--- config.mk ---
export PLATFORM = sky130hd
export DESIGN_NAME = hh_spike_detector_flat
export DESIGN_NICKNAME = d
export VERILOG_FILES = /design/src/rtl/hh_spike_detector_if.sv /design/src/rtl/hh_spike_detector.sv /design/src/flat_wrapper.sv
export SDC_FILE = /design/constraint.sdc
export NUM_CORES = 1
export LEC_CHECK = 0
export CAP_MARGIN = 20
export CELL_PAD_IN_SITES_DETAIL_PLACEMENT = 1
export CELL_PAD_IN_SITES_GLOBAL_PLACEMENT = 2
export CORE_MARGIN = 4
export CORE_UTILIZATION = 26
export DETAILED_ROUTE_END_ITERATION = 7
export PLACE_DENSITY_LB_ADDON = 0.1
export SETUP_SLACK_MARGIN = 0.3
export SYNTH_ARGS = -nofsm -noshare
export SYNTH_HDL_FRONTEND = slang
export SYNTH_SLANG_ARGS = --single-unit
--- constraint.sdc ---
create_clock -name clk -period 2 [get_ports clk]
set_clock_uncertainty 0.1 [all_clocks]
set_input_delay 0.4 -clock clk [delete_from_list [all_inputs] [get_ports clk]]
set_output_delay 0.4 -clock clk [all_outputs]
set_load 0.01 [all_outputs]
--- src/rtl/hh_spike_detector_if.sv ---
// hh_spike_detector_if: voltage byte stream in, spike event record out.
// master drives samples and ready; slave (the detector) drives the record.
interface hh_spike_detector_if #(
    parameter int ISI_W = 16
);
    logic [7:0]       v_hi;
    logic [7:0]       v_lo;
    logic             sample_en;
    logic             spike_valid;
    logic             spike_ready;
    logic [ISI_W-1:0] spike_isi;
    logic [15:0]      spike_peak;
    logic [15:0]      spike_count;
    logic             overflow;

    modport master (
        output v_hi, v_lo, sample_en, spike_ready,
        input  spike_valid, spike_isi, spike_peak,
        input  spike_count, overflow
    );

    modport slave (
        input  v_hi, v_lo, sample_en, spike_ready,
        output spike_valid, spike_isi, spike_peak,
        output spike_count, overflow
    );
endinterface

--- src/rtl/hh_spike_detector.sv ---
// hh_spike_detector: hysteresis/refractory spike detector with a one-entry
// valid/ready event buffer. Ports: clk, rst (sync, active-high), bus (slave):
//   v_hi/v_lo/sample_en in, spike_valid/ready handshake, spike_isi,
//   spike_peak, spike_count, sticky overflow.
// Optional: define HH_SPIKE_PEAK_EN to track the peak voltage; otherwise
//   spike_peak is constant 0.
module hh_spike_detector #(
    parameter logic signed [15:0] TH_HI   = 16'sd1024,
    parameter logic signed [15:0] TH_LO   = 16'sd0,
    parameter int                 REFRACT = 4,
    parameter int                 ISI_W   = 16
) (
    input logic                clk,
    input logic                rst,
    hh_spike_detector_if.slave bus
);

    localparam logic [1:0] S_WAIT  = 2'd0;
    localparam logic [1:0] S_ARMED = 2'd1;
    localparam logic [1:0] S_PEAK  = 2'd2;
    localparam logic [1:0] S_REFR  = 2'd3;

    localparam int RW = (REFRACT < 2) ? 1 : $clog2(REFRACT + 1);
    localparam logic [RW-1:0] R_LOAD = RW'(REFRACT);
    localparam logic [RW-1:0] R_ONE  = RW'(1);

    logic signed [15:0] v;
    logic               ge_hi;
    logic               le_lo;

    assign v     = $signed({bus.v_hi, bus.v_lo});
    assign ge_hi = (v >= TH_HI);
    assign le_lo = (v <= TH_LO);

    logic [1:0]       state_q, state_d;
    logic [RW-1:0]    rcnt_q, rcnt_d;
    logic [ISI_W-1:0] isi_q, isi_d;
    logic [ISI_W-1:0] isi_inc;
    logic [1:0]       exit_st;
    logic             ev;

    // ISI saturates; the captured interval includes the event sample.
    assign isi_inc = (&isi_q) ? isi_q : isi_q + 1'b1;
    assign exit_st = le_lo ? S_ARMED : S_WAIT;

    always_comb begin
        state_d = state_q;
        rcnt_d  = rcnt_q;
        isi_d   = isi_q;
        ev      = 1'b0;
        if (bus.sample_en) begin
            isi_d = isi_inc;
            unique case (state_q)
                S_WAIT: begin
                    if (le_lo) state_d = S_ARMED;
                end
                S_ARMED: begin
                    if (ge_hi) state_d = S_PEAK;
                end
                S_PEAK: begin
                    if (!ge_hi) begin
                        ev    = 1'b1;
                        isi_d = '0;
                        if (REFRACT == 0) begin
                            state_d = exit_st;
                        end else begin
                            state_d = S_REFR;
                            rcnt_d  = R_LOAD;
                        end
                    end
                end
                S_REFR: begin
                    rcnt_d = rcnt_q - 1'b1;
                    // Last refractory sample also decides re-arming.
                    if (rcnt_q == R_ONE) state_d = exit_st;
                end
                default: state_d = S_WAIT;
            endcase
        end
    end

    logic valid_q, valid_d;
    logic ovf_q;
    logic [ISI_W-1:0] out_isi_q;
    logic [15:0]      count_q;
    logic             consume;
    logic             load;
    logic             drop;

    assign consume = valid_q && bus.spike_ready;
    assign load    = ev && (!valid_q || bus.spike_ready);
    assign drop    = ev && valid_q && !bus.spike_ready;

    always_comb begin
        valid_d = valid_q;
        if (load)         valid_d = 1'b1;
        else if (consume) valid_d = 1'b0;
    end

    always_ff @(posedge clk) begin
        if (rst) begin
            state_q   <= S_WAIT;
            rcnt_q    <= '0;
            isi_q     <= '0;
            valid_q   <= 1'b0;
            ovf_q     <= 1'b0;
            out_isi_q <= '0;
            count_q   <= '0;
        end else begin
            state_q <= state_d;
            rcnt_q  <= rcnt_d;
            isi_q   <= isi_d;
            valid_q <= valid_d;
            if (load) out_isi_q <= isi_inc;
            // Dropped events still count as detected spikes.
            if (ev)   count_q   <= count_q + 16'd1;
            if (drop) ovf_q     <= 1'b1;
        end
    end

`ifdef HH_SPIKE_PEAK_EN
    logic signed [15:0] peak_q, peak_d;
    logic signed [15:0] out_peak_q;

    always_comb begin
        peak_d = peak_q;
        if (bus.sample_en && ge_hi) begin
            if (state_q == S_ARMED)
                peak_d = v;
            else if ((state_q == S_PEAK) && (v > peak_q))
                peak_d = v;
        end
    end

    always_ff @(posedge clk) begin
        if (rst) begin
            peak_q     <= '0;
            out_peak_q <= '0;
        end else begin
            peak_q <= peak_d;
            // The ending sample is below TH_HI, so peak_q is final here.
            if (load) out_peak_q <= peak_q;
        end
    end

    assign bus.spike_peak = out_peak_q;
`else
    assign bus.spike_peak = '0;
`endif

    assign bus.spike_valid = valid_q;
    assign bus.spike_isi   = out_isi_q;
    assign bus.spike_count = count_q;
    assign bus.overflow    = ovf_q;

endmodule

--- src/flat_wrapper.sv ---
// flat-port wrapper written by rule: the top's interface ports become plain ports
module hh_spike_detector_flat 
#(
    parameter logic signed [15:0] TH_HI   = 16'sd1024,
    parameter logic signed [15:0] TH_LO   = 16'sd0,
    parameter int                 REFRACT = 4,
    parameter int                 ISI_W   = 16
)
  (clk, rst, bus_v_hi, bus_v_lo, bus_sample_en, bus_spike_ready, bus_spike_valid, bus_spike_isi, bus_spike_peak, bus_spike_count, bus_overflow);
  hh_spike_detector_if #(.ISI_W(ISI_W)) bus_i ();
  input logic clk;
  input logic rst;
  input wire logic [$bits(bus_i.v_hi)-1:0] bus_v_hi;
  input wire logic [$bits(bus_i.v_lo)-1:0] bus_v_lo;
  input wire logic [$bits(bus_i.sample_en)-1:0] bus_sample_en;
  input wire logic [$bits(bus_i.spike_ready)-1:0] bus_spike_ready;
  output wire logic [$bits(bus_i.spike_valid)-1:0] bus_spike_valid;
  output wire logic [$bits(bus_i.spike_isi)-1:0] bus_spike_isi;
  output wire logic [$bits(bus_i.spike_peak)-1:0] bus_spike_peak;
  output wire logic [$bits(bus_i.spike_count)-1:0] bus_spike_count;
  output wire logic [$bits(bus_i.overflow)-1:0] bus_overflow;
  assign bus_i.v_hi = bus_v_hi;
  assign bus_i.v_lo = bus_v_lo;
  assign bus_i.sample_en = bus_sample_en;
  assign bus_i.spike_ready = bus_spike_ready;
  assign bus_spike_valid = bus_i.spike_valid;
  assign bus_spike_isi = bus_i.spike_isi;
  assign bus_spike_peak = bus_i.spike_peak;
  assign bus_spike_count = bus_i.spike_count;
  assign bus_overflow = bus_i.overflow;
  hh_spike_detector #(.TH_HI(TH_HI), .TH_LO(TH_LO), .REFRACT(REFRACT), .ISI_W(ISI_W)) u_core (.clk(clk), .rst(rst), .bus(bus_i));
endmodule
==> metrics.csv <==
stage;metric;value;unit
synth;syn-mean-instance-area;8.32;um^2
layout;final_nets;497;
layout;fin_util;0.415;
placed_design;gp_congestion;0.735;
detailed_routing;viasPerCell;4.89;
synth;synth_flop_cell;dfxtp_1;
synth;syn_area;3090;um^2
clocking;cts_tree;built;
detailed_routing;drt.antenna.violating_nets;0;
power_and_ir_drop;clkPwrFrac;0.380;
floorplanning;ios;70;
power_and_ir_drop;combPwrFrac;0.141;
synth;ys_seq_area_frac;0.357;
sta;finalSetupViolCount;0;
sta;min_period;1.84;ns
power_and_ir_drop;ir_drop;322;uV
power_and_ir_drop;total_power;2.38;mW
synth;synth_area_leader_cell;dfxtp_1;
detailed_routing;vias;2993;
global_route;grt_pass1_wl;15900;um
power_and_ir_drop;p_per_area;499;nW/um^2
clocking;clock_latency;0.31;ns
synth;synth_area_leaders;dfxtp_1, nor2_1, buf_4;
hold_path;worstHoldStart;u_core.bus.spike_isi[14];
floorplanning;die_w;117;um
clocking;cts_sinks;55;
sta;drv_slew;0;
detailed_routing;totalWireLength;9970;um
sta;max_freq;544;MHz
clocking;clk_pin_slew;0.08;ns
synth;yosysTopAreaCellShare;0.357;
clocking;clk_path_buf_depth;2;
global_route;antenna_found_initial;0;
global_route;grt_pass1_vias;3066;
job;drv_cap;0;
power_and_ir_drop;p_switching;0.641;mW
synth;ys.warnings.count;0;
setup_path;critical_path_arrival;1.96;ns
setup_path;cp-end-kind;flip-flop;
clocking;postCtsHoldBufs;0;
setup_path;worstReg2RegStart;u_core.state_q[0];
synth;synth.distinct_cells;53;
floorplanning;die_area;13700;um^2
placed_design;port-buffer-count;53;
detailed_routing;wl_per_cell;16.3;um
clocking;htreeDepth;2;
floorplanning;rows;39;
synth;synth_edf_count;0;
detailed_routing;initialDrtViolationCount;102;
setup_path;crit_required;2.12;ns
setup_path;cp_max_fo;7;
layout;diodes;0;
status;status;completed;
sta;timing.final.ws_setup;0.161;ns
hold_path;holdCritPathClass;reg -> reg;
power_and_ir_drop;switching_share;0.269;
power_and_ir_drop;seqPwrFrac;0.479;
placed_design;place_ws;-0.278;ns
layout;drive_above_1_share;0.343;
global_route;grt_start_max_net_pins;30;
sta;rsz0062_at_grt;yes;
clocking;cts_root_buf;clkbuf_16;
sta;fin_crit_sh;0.920;
layout;areaGrowthSynthToFinish;54.8;%
power_and_ir_drop;power_leakage;2.04;nW
floorplanning;die_height;117;um
global_route;grt_overflow;0;
detailed_routing;drc;0;
clocking;cts_made_buffers;5;
floorplanning;core;11500;um^2
setup_path;cp-start-kind;flip-flop;
detailed_routing;dr.pass1.iters;4;
synth;syn_inst;371;
setup_path;startpoint;u_core.state_q[0];
setup_path;path_class;reg -> reg;
placed_design;place_hpwl;6670;um
synth;synthArstFlopShare;0;
sta;finalHoldViolations;0;
synth;ys_ff_latch;55;
floorplanning;start_util;0.268;
global_route;track_usage;0.149;
power_and_ir_drop;power.internal;1.74;mW
==> per-stage QoR <==
step                hold WS [ns]  TNS [ns]  area [um^2]  instances
global route               0.374         0         4780        612
detailed placement         0.350     -7.91         3980        581
CTS                        0.343         0         4410        601
floorplan                  0.360         0         3210        386
global placement           0.344     -7.03         3980        581
finish                     0.352         0         4780        612
==> final timing paths <==
| kind | endpoint | slack [ns] | cells past startpoint |
|---|---|---|---|
| max | u_core.bus.spike_isi[1] | 0.16 | 8 |
| min | u_core.bus.spike_isi[14] | 0.35 | 2 |
| max reg2reg | u_core.bus.spike_isi[1] | 0.16 | 8 |
| min reg2reg | u_core.bus.spike_isi[14] | 0.35 | 2 |
==> layer usage <==
| layer | track usage | part of all wire | vias up |
|---|---|---|---|
| met4 | 0.0413 | 0.011 | 0 |
| li1 | - | - | 1478 |
| met3 | 0.0298 | 0.027 | 7 |
| met1 | 0.194 | 0.46 | 1473 |
| met5 | 0 | 0 | - |
| met2 | 0.251 | 0.50 | 35 |
==> cell type report <==
cell class / instances / area (um^2)
clock buffer: 5 / 125
clock inverter: 3 / 15.0
fill: 1327 / 6740
inverter: 10 / 40.0
multi-input combinational: 283 / 2120
sequential: 55 / 1140
tap: 143 / 179
timing repair buffer: 113 / 1160
==> cells by family after synthesis <==
group,Yosys count,synth area share
simple gates,158,0.270
buf+inv,48,0.0848
compound gates,69,0.161
other cells,1,0.00122
fa+ha+maj,9,0.0365
flops,55,0.357
mux,4,0.0134
xor+xnor,27,0.0766
==> power groups by stage <==
stage / clock [mW] / combinational [mW] / sequential (mW)
finish: 0.904 / 0.336 / 1.14
global route: 0.978 / 0.373 / 1.14
CTS: 0.933 / 0.308 / 1.14
detailed placement: 0 / 0.275 / 1.16
global placement: 0 / 0.270 / 1.16
floorplan: 0 / 0.170 / 1.16
==> cells in the mapped netlist, types with 9 or more instances <==
cell type  count
clkbuf_1      11
dfxtp_1       55
inv_1         10
nand2_1       34
nor2_1        45
nand3_1       13
nand4_1       17
ha_1           9
xnor2_1       13
buf_4         19
xor2_1        14
a21oi_1       19
a211oi_1      11
a31oi_1        9
==> flip-flops by register name, summed over array words and instances (netlist names) <==
name                    flops
u_core.state_q              2
u_core.bus.spike_isi       16
u_core.bus.spike_valid      1
u_core.isi_q               16
u_core.bus.overflow         1
u_core.rcnt_q               3
u_core.bus.spike_count     16
==> cell usage in the layout, fill, tap and decap left out, types with 4 or more instances in the layout <==
cell	instances
nor2_1	34
dlymetal6s2s_1	17
clkdlybuf4s50_1	9
buf_12	5
a21oi_1	14
a211oi_2	9
dfxtp_4	4
clkbuf_16	6
nor2b_1	4
conb_1	16
a31oi_1	8
buf_6	8
nand2b_1	8
nand3_1	11
ha_1	6
xnor2_1	10
nand2_1	29
dfxtp_1	35
dlygate4sd2_1	26
nand4_1	17
nor2_2	9
nor3_1	4
xor2_1	14
buf_4	43
inv_1	8
a21oi_2	6
dfxtp_2	16
==> repair_timing <==
action | in CTS | in global routing
buffers inserted | 9 | 10
resized for setup | 80 | 68
pin swaps | 15 | 38
setup endpoints to repair | 75 | 65
cloned | 3 | 1
==> worst max-delay path: stages (launching register included) <==
cell	delay, ns
dfxtp_4	0.37
inv_4	0.04
ha_4	0.15
and3_4	0.16
a41o_1	0.24
and2_4	0.19
buf_12	0.13
buf_16	0.14
a311oi_2	0.22
No activity file was read; power rests on OpenSTA's default activity.
